<file path="src/rtl/hu_audiodec_dma_pkg.sv">
// Shared constants and types for the audio decoder 64-bit DMA pack/unpack stages.
package hu_audiodec_dma_pkg;

    localparam int unsigned SAMPLE_WIDTH = 32;
    localparam int unsigned BEAT_WIDTH   = 64;

    // ESP dma size encoding for 64-bit words
    localparam logic [2:0] DMA_SIZE_DWORD = 3'b011;

    typedef enum logic [1:0] {
        StIdle,
        StCtrl,
        StData,
        StDone
    } packer_state_e;

endpackage

</file>
<file path="src/rtl/hu_audiodec_wr_packer64.sv">
// Packs 32-bit decoder samples into 64-bit DMA write beats behind a single write-control request.
module hu_audiodec_wr_packer64
    import hu_audiodec_dma_pkg::*;
#(
    parameter int unsigned SAMPLE_W = SAMPLE_WIDTH,
    parameter int unsigned BEAT_W   = BEAT_WIDTH
) (
    input  logic                clk,
    input  logic                rst,
    input  logic                start,
    input  logic [31:0]         cfg_base_index,
    input  logic [31:0]         cfg_num_samples,
    input  logic                in_val,
    output logic                in_rdy,
    input  logic [SAMPLE_W-1:0] in_data,
    output logic                dma_write_ctrl_valid,
    input  logic                dma_write_ctrl_ready,
    output logic [31:0]         dma_write_ctrl_data_index,
    output logic [31:0]         dma_write_ctrl_data_length,
    output logic [2:0]          dma_write_ctrl_data_size,
    output logic                dma_write_chnl_valid,
    input  logic                dma_write_chnl_ready,
    output logic [BEAT_W-1:0]   dma_write_chnl_data,
    output logic                done
);

    packer_state_e state_q, state_d;

    logic [31:0]         rem_q, rem_d;
    logic [31:0]         index_q, index_d;
    logic [31:0]         length_q, length_d;
    logic [SAMPLE_W-1:0] half_q, half_d;
    logic                half_valid_q, half_valid_d;
    logic [BEAT_W-1:0]   beat_q, beat_d;
    logic                beat_valid_q, beat_valid_d;

    logic [32:0] length_sum;
    logic        slot_free;
    logic        in_fire;
    logic        ctrl_fire;
    logic        beat_fire;

    // Beat count rounds up; the 33-bit sum keeps 0xFFFFFFFF from wrapping to 0.
    assign length_sum = {1'b0, cfg_num_samples} + 33'd1;
    assign slot_free  = ~beat_valid_q | dma_write_chnl_ready;
    assign in_fire    = in_val & in_rdy;
    assign ctrl_fire  = dma_write_ctrl_valid & dma_write_ctrl_ready;
    assign beat_fire  = beat_valid_q & dma_write_chnl_ready;

    always_ff @(posedge clk or negedge rst) begin
        if (!rst) begin
            state_q      <= StIdle;
            rem_q        <= '0;
            index_q      <= '0;
            length_q     <= '0;
            half_q       <= '0;
            half_valid_q <= 1'b0;
            beat_q       <= '0;
            beat_valid_q <= 1'b0;
        end else begin
            state_q      <= state_d;
            rem_q        <= rem_d;
            index_q      <= index_d;
            length_q     <= length_d;
            half_q       <= half_d;
            half_valid_q <= half_valid_d;
            beat_q       <= beat_d;
            beat_valid_q <= beat_valid_d;
        end
    end

    always_comb begin
        state_d = state_q;
        unique case (state_q)
            StIdle: begin
                if (start) begin
                    state_d = (cfg_num_samples == '0) ? StDone : StCtrl;
                end
            end
            StCtrl: begin
                if (ctrl_fire) begin
                    state_d = StData;
                end
            end
            StData: begin
                if (rem_q == '0 && !half_valid_q && beat_fire) begin
                    state_d = StDone;
                end
            end
            StDone:  state_d = StIdle;
            default: state_d = StIdle;
        endcase
    end

    always_comb begin
        dma_write_ctrl_valid = (state_q == StCtrl);
        done                 = (state_q == StDone);
        // One extra sample may park in the half register while the beat slot is blocked,
        // but never the last one, which must go straight into a beat.
        in_rdy = (state_q == StData) && (rem_q != '0) &&
                 (slot_free || (!half_valid_q && rem_q > 32'd1));
    end

    always_comb begin
        rem_d        = rem_q;
        index_d      = index_q;
        length_d     = length_q;
        half_d       = half_q;
        half_valid_d = half_valid_q;
        beat_d       = beat_q;
        beat_valid_d = beat_valid_q & ~beat_fire;

        if (state_q == StIdle && start) begin
            index_d  = cfg_base_index;
            length_d = length_sum[32:1];
            rem_d    = cfg_num_samples;
        end

        if (in_fire) begin
            rem_d = rem_q - 32'd1;
            if (half_valid_q) begin
                beat_d       = {in_data, half_q};
                beat_valid_d = 1'b1;
                half_valid_d = 1'b0;
            end else if (rem_q == 32'd1) begin
                beat_d       = {{SAMPLE_W{1'b0}}, in_data};
                beat_valid_d = 1'b1;
            end else begin
                half_d       = in_data;
                half_valid_d = 1'b1;
            end
        end
    end

    assign dma_write_ctrl_data_index  = index_q;
    assign dma_write_ctrl_data_length = length_q;
    assign dma_write_ctrl_data_size   = DMA_SIZE_DWORD;
    assign dma_write_chnl_valid       = beat_valid_q;
    assign dma_write_chnl_data        = beat_q;

endmodule

</file>
<file path="config.mk">
export PLATFORM = sky130hd
export DESIGN_NAME = hu_audiodec_wr_packer64
export DESIGN_NICKNAME = d
export VERILOG_FILES = /design/src/rtl/hu_audiodec_dma_pkg.sv /design/src/rtl/hu_audiodec_wr_packer64.sv
export SDC_FILE = /design/constraint.sdc
export NUM_CORES = 1
export LEC_CHECK = 0
export CAP_MARGIN = 10
export CORE_ASPECT_RATIO = 0.75
export CORE_UTILIZATION = 30
export CTS_CLUSTER_SIZE = 12
export DETAILED_ROUTE_END_ITERATION = 10
export GPL_TIMING_DRIVEN = 1
export SYNTH_ARGS = -nofsm -noshare
export SYNTH_HDL_FRONTEND = slang
export SYNTH_SLANG_ARGS = --single-unit
</file>
<file path="constraint.sdc">
create_clock -name clk -period 5.95 [get_ports clk]
set_clock_uncertainty 0.2 [all_clocks]
set_input_delay 0.8925 -clock clk [delete_from_list [all_inputs] [get_ports clk]]
set_output_delay 0.8925 -clock clk [all_outputs]
set_load 0.01 [all_outputs]
</file>
; Word level (Yosys, flattened, before mapping)
; Cells that the tools add are included.
[op_classes]
n_addsub = 2
magnitude_cmp = 1
n_eq_ne = 7
mux = 14
n_bitwise = 9
n_reduce_logical = 17
[op_table]
columns = cell, count
row1 = 2-to-1 mux 64 bit, 2
row2 = zero test 32 bit, 2
row3 = 2-to-1 mux 32 bit, 2
row4 = adder 32 x 1 -> 33 bit (second input constant), 1
row5 = equality test 32 x 1 -> 1 bit (second input constant), 1
row6 = greater-than comparator 32 x 1 -> 1 bit (second input constant), 1
row7 = nonzero test 32 bit, 1
row8 = subtractor 32 x 1 -> 32 bit (second input constant), 1
row9 = 2-to-1 mux 2 bit, 4
row10 = case mux 2 bit (4 select lines), 1
row11 = logical AND 1 bit, 6
row12 = AND reduction 3 bit, 2
row13 = 2-to-1 mux 1 bit, 5
row14 = bitwise AND 1 bit, 4
row15 = equality test 2 bit (second input constant), 2
row16 = inequality test 2 bit (second input constant), 2
row17 = inverter 1 bit, 4
row18 = nonzero test 2 bit, 2
row19 = equality test 2 x 1 -> 1 bit (second input constant), 1
row20 = zero test 2 bit, 1
row21 = inequality test 2 x 1 -> 1 bit (second input constant), 1
row22 = AND reduction 2 bit, 1
row23 = zero test 1 bit, 1
row24 = logical OR 1 bit, 1
row25 = bitwise OR 1 bit, 1
[word_totals]
regBits = 196
inputBits = 102
output_inout_bits = 135
wordCells = 58

; Logic depth before layout (Yosys ltp)
[logic_depth]
ltp_word = 6
ltp_mapped = 9

; Least setup slack after synthesis
; No wires, ideal clock.
[synth_timing]
path_type = register to output
startpoint = register rem_q[16]
endpoint = output in_rdy
arrival_ns = 2.404
path_slack_ns = 2.454
stages_incl_launch_ff = 7
cell_sequence = dfrtp_1 > or4_4 > or4_4 > or4_4 > buf_6 > buf_6 > and3_1
[synth_via]
elab_chain_len = 4
[synth_rtl]
columns = item, line
row1 = "start, declared", hu_audiodec_wr_packer64.sv:29  ; logic [31:0] rem_q, rem_d;
row2 = "start signal, assigned", hu_audiodec_wr_packer64.sv:62  ; rem_q <= rem_d;
row3 = greater-than comparator 32 x 1 -> 1 bit, hu_audiodec_wr_packer64.sv:101  ; (slot_free || (!half_valid_q && rem_q > 32'd1));
row4 = logical AND 1 bit, hu_audiodec_wr_packer64.sv:101
row5 = logical OR 1 bit, hu_audiodec_wr_packer64.sv:101
row6 = logical AND 1 bit *, hu_audiodec_wr_packer64.sv:100  ; in_rdy = (state_q == StData) && (rem_q != '0) &&
row7 = "end, declared", hu_audiodec_wr_packer64.sv:14  ; output logic in_rdy,
; Every way passes the cells marked *; elsewhere a longest branch is shown, timed or not.

; Worst setup path in the final report
; Same ends and word-level chain as after synthesis.

==> summary.md <==
| Metric | Value |
|---|---|
| Status | `complete, but fails checks` |
| Failing checks | `design-rule violations` |
| Setup slack, reg-to-reg | `2.33 ns` |
| EDFF count, synth | `0` |
| DP HPWL | `18,800 um` |
| Startpoint Class | `flop` |
| FF/Latch Area | `0.00490 mm^2` |
| Row Count | `55` |
| Top cells by count, synth | `dfrtp_1 (196), nand2_1 (166), mux2_2 (67)` |
| Root Driver | `clkbuf_16` |
| Clock transition at path regs | `0.08 ns` |
| Via density per instance | `4.93` |
| Clock Sinks | `196` |
| Yosys cell types | `56` |
| Worst Setup SP | `rem_q[16]` |
| Initial core utilization | `30.8%` |
| DRC | `16` |
| Cts hold-fix bufs | `0` |
| Crit path DAT | `3.36 ns` |
| Post-synthesis cell type with the largest combined area | `dfrtp_1` |
| Fin crit share | `74.8%` |
| Worst Path Required | `4.86 ns` |
| Nets | `1,215` |
| Hold Fails Final Rpt | `0` |
| Setup Viol. Count Final | `0` |
| Fillcell total | `2,994` |
| Crit path capture type | `output port` |
| Tmin final | `4.45 ns` |
| Dominant cells by area after synthesis | `dfrtp_1 (52%), mux2_2 (8.0%), nand2_1 (6.6%), mux2_4 (4.8%), a22o_1 (3.0%)` |
| DRT Pass-1 Iters | `8` |
| Die Wd | `207 um` |
| Post-synthesis sequential area ratio | `52.1%` |
| Core Area | `0.0306 mm^2` |
| First-pass GRT wire length | `43,100 um` |
| Largest fanout on the critical path | `14` |
| Post-CTS setup repair buffer count | `0` |
| Count of pins over their slew limit | `0` |
| TritonCTS clock tree | `done` |
| First-iteration detailed-routing DRC count | `454` |
| Most numerous cell in the Yosys netlist | `dfrtp_1` |
| Min setup slack post-route | `1.50 ns` |
| Vias in the first global route | `7,554` |
| Post-synth ARST share | `100%` |
| Area of the multi-input gates | `0.00418 mm^2` |
| Layout cell share with drive strength beyond 1 | `14.1%` |
| DP Worst Slack | `1.82 ns` |
| Worst hold path class | `flop to flop` |
| CP endpoint | `in_rdy` |
| Die area | `0.0321 mm^2` |
| Setup TNS | `0 ns` |
| PwrDens | `488 mW/mm^2` |
| Maximum clock frequency | `225 MHz` |
| Cts repair resizes | `0` |
| Routed vias | `7,468` |
| Total grt overflow | `0` |
| Post-detailed-route count of antenna-violating nets | `0` |
| Slew at the pin with the worst max-slew slack | `1.05 ns` |
| CTS Buffer Depth | `2` |
| Die H | `155 um` |
| Post-Route WL | `27,200 um` |
| Reg2Reg Depth | `7` |
| CTS buffer count | `17` |
| Initial antenna violation count | `0` |
| Max Cap Viol | `0` |
| Peak VDD IR | `0.221 mV` |
| Static leakage | `5.31 nW` |
| Relative slew margins | `29.6%` |
| Total GRT Usage | `17.3%` |
| Clock latency on the worst-skew pair | `0.45 ns` |
| Mapped Avg Cell Area | `10.6 um^2` |
| RR Startpoint | `rem_q[16]` |
| RSZ-0062 raised after global routing | `false` |
| Drt wl/cell | `17.9 um` |
| Gpl congestion | `0.927` |
| Inserted Diodes | `0` |
| H-tree depth | `4` |
| R2R Path End | `dma_write_chnl_data[0]` |
| IO Port Bufs | `233` |
| Yosys reg bits | `196` |
| Synth warnings | `0` |
| WS Path Type | `flop to output port` |
| Largest net degree at the start of global routing | `100` |
| Prevailing post-synth register cell | `dfrtp_1` |
| Gate Count Post-Synth | `889` |
| Post-synth top area share | `52.1%` |
| Layout area overhead | `35.1%` |
| # IOs | `237` |
| Post-Synthesis Cell Area | `0.00942 mm^2` |
-- cells in the final DEF (no fill, tap or decap), types with 3 or more instances in the layout --
cell type	synthesis	final
a21oi_1	19	19
nand2_1	166	165
buf_4	4	14
a311oi_1	3	3
nand3_1	24	24
o211ai_1	7	7
and4_1	3	3
nand2b_1	3	3
or4_1	7	7
inv_8	0	3
xnor2_1	14	14
ha_1	9	9
o21ai_1	3	3
nor4_1	21	21
or4_4	3	3
and3_1	10	10
o21ai_0	49	49
clkinvlp_4	0	3
mux2_2	67	67
a22oi_1	3	3
mux2_4	30	30
nand4_1	13	13
bufinv_16	0	3
inv_1	20	20
clkbuf_16	0	17
o22ai_1	10	10
nor2_1	41	41
clkdlybuf4s50_1	0	232
a22o_1	32	32
nor3_1	20	20
conb_1	2	3
dfrtp_1	196	196
a211oi_1	6	6
xor2_1	20	20
or3_1	6	6
-- flip-flops by register name (all words and copies together) (netlist names) --
signal                      count
dma_write_chnl_data            64
dma_write_chnl_valid            1
dma_write_ctrl_data_index      32
dma_write_ctrl_data_length     32
half_q                         32
half_valid_q                    1
rem_q                          32
state_q                         2
-- power breakdown --
part	internal [mW]	switching, mW
logic	1.45	1.15
clock network	0.689	0.570
registers	1.95	0.406
total	4.08	2.12
-- worst max-delay path, cell delays in order, from the launching register on --
cell and delay (ns):
dfrtp_1 0.44, or4_4 0.60, or4_4 0.46, or4_4 0.66, and3_1 0.23, clkdlybuf4s50_1 0.51
-- worst min-delay path by stage --
stage | startpoint | endpoint | cells past startpoint
final | dma_write_ctrl_data_index[9] | dma_write_ctrl_data_index[9] | 2
after global routing | dma_write_ctrl_data_index[9] | dma_write_ctrl_data_index[9] | 2
after CTS | dma_write_ctrl_data_index[9] | dma_write_ctrl_data_index[9] | 2
after global placement | dma_write_ctrl_data_index[0] | dma_write_ctrl_data_index[0] | 2
after floorplan | rem_q[29] | rem_q[29] | 1
after detailed placement | dma_write_ctrl_data_index[5] | dma_write_ctrl_data_index[5] | 2
-- per-stage QoR --
step	total power [mW]	cells	hold WS, ns	instance area [um^2]	utilization [%]
after floorplan	3.69	890	0.252	9430	-
final	6.21	1516	0.276	12700	41.7
after global routing	6.63	1516	0.296	12700	41.7
after detailed placement	4.98	1484	0.263	12100	39.6
after global placement	4.94	1484	0.256	12100	39.6
after CTS	6.27	1516	0.280	12700	41.7
-- layer usage --
layer	global-route usage (%)	part of all wire, %
met4	5.57	1.8
met1	25.1	49
met3	5.30	8.7
met2	24.2	41
met5	0	0
-- final cells by class --
cell class / count / share of cell area, %
clock buffer: 18 / 3.45
tap: 399 / 3.92
sequential: 196 / 38.5
inverter: 20 / 0.590
timing repair buffer: 247 / 19.2
clock inverter: 14 / 1.52
multi-input combinational: 622 / 32.8
-- cell families after synthesis --
family / share of synthesized area, %
buffers and inverters: 3.82
AND/OR/NAND/NOR: 16.7
multiplexers: 12.8
XOR/XNOR: 3.16
AO/OA/AOI/OAI: 10.2
other: 0.0797
flip-flops: 52.1
adder cells (fa/ha/maj): 1.20
(Power assumes the default switching activity.)
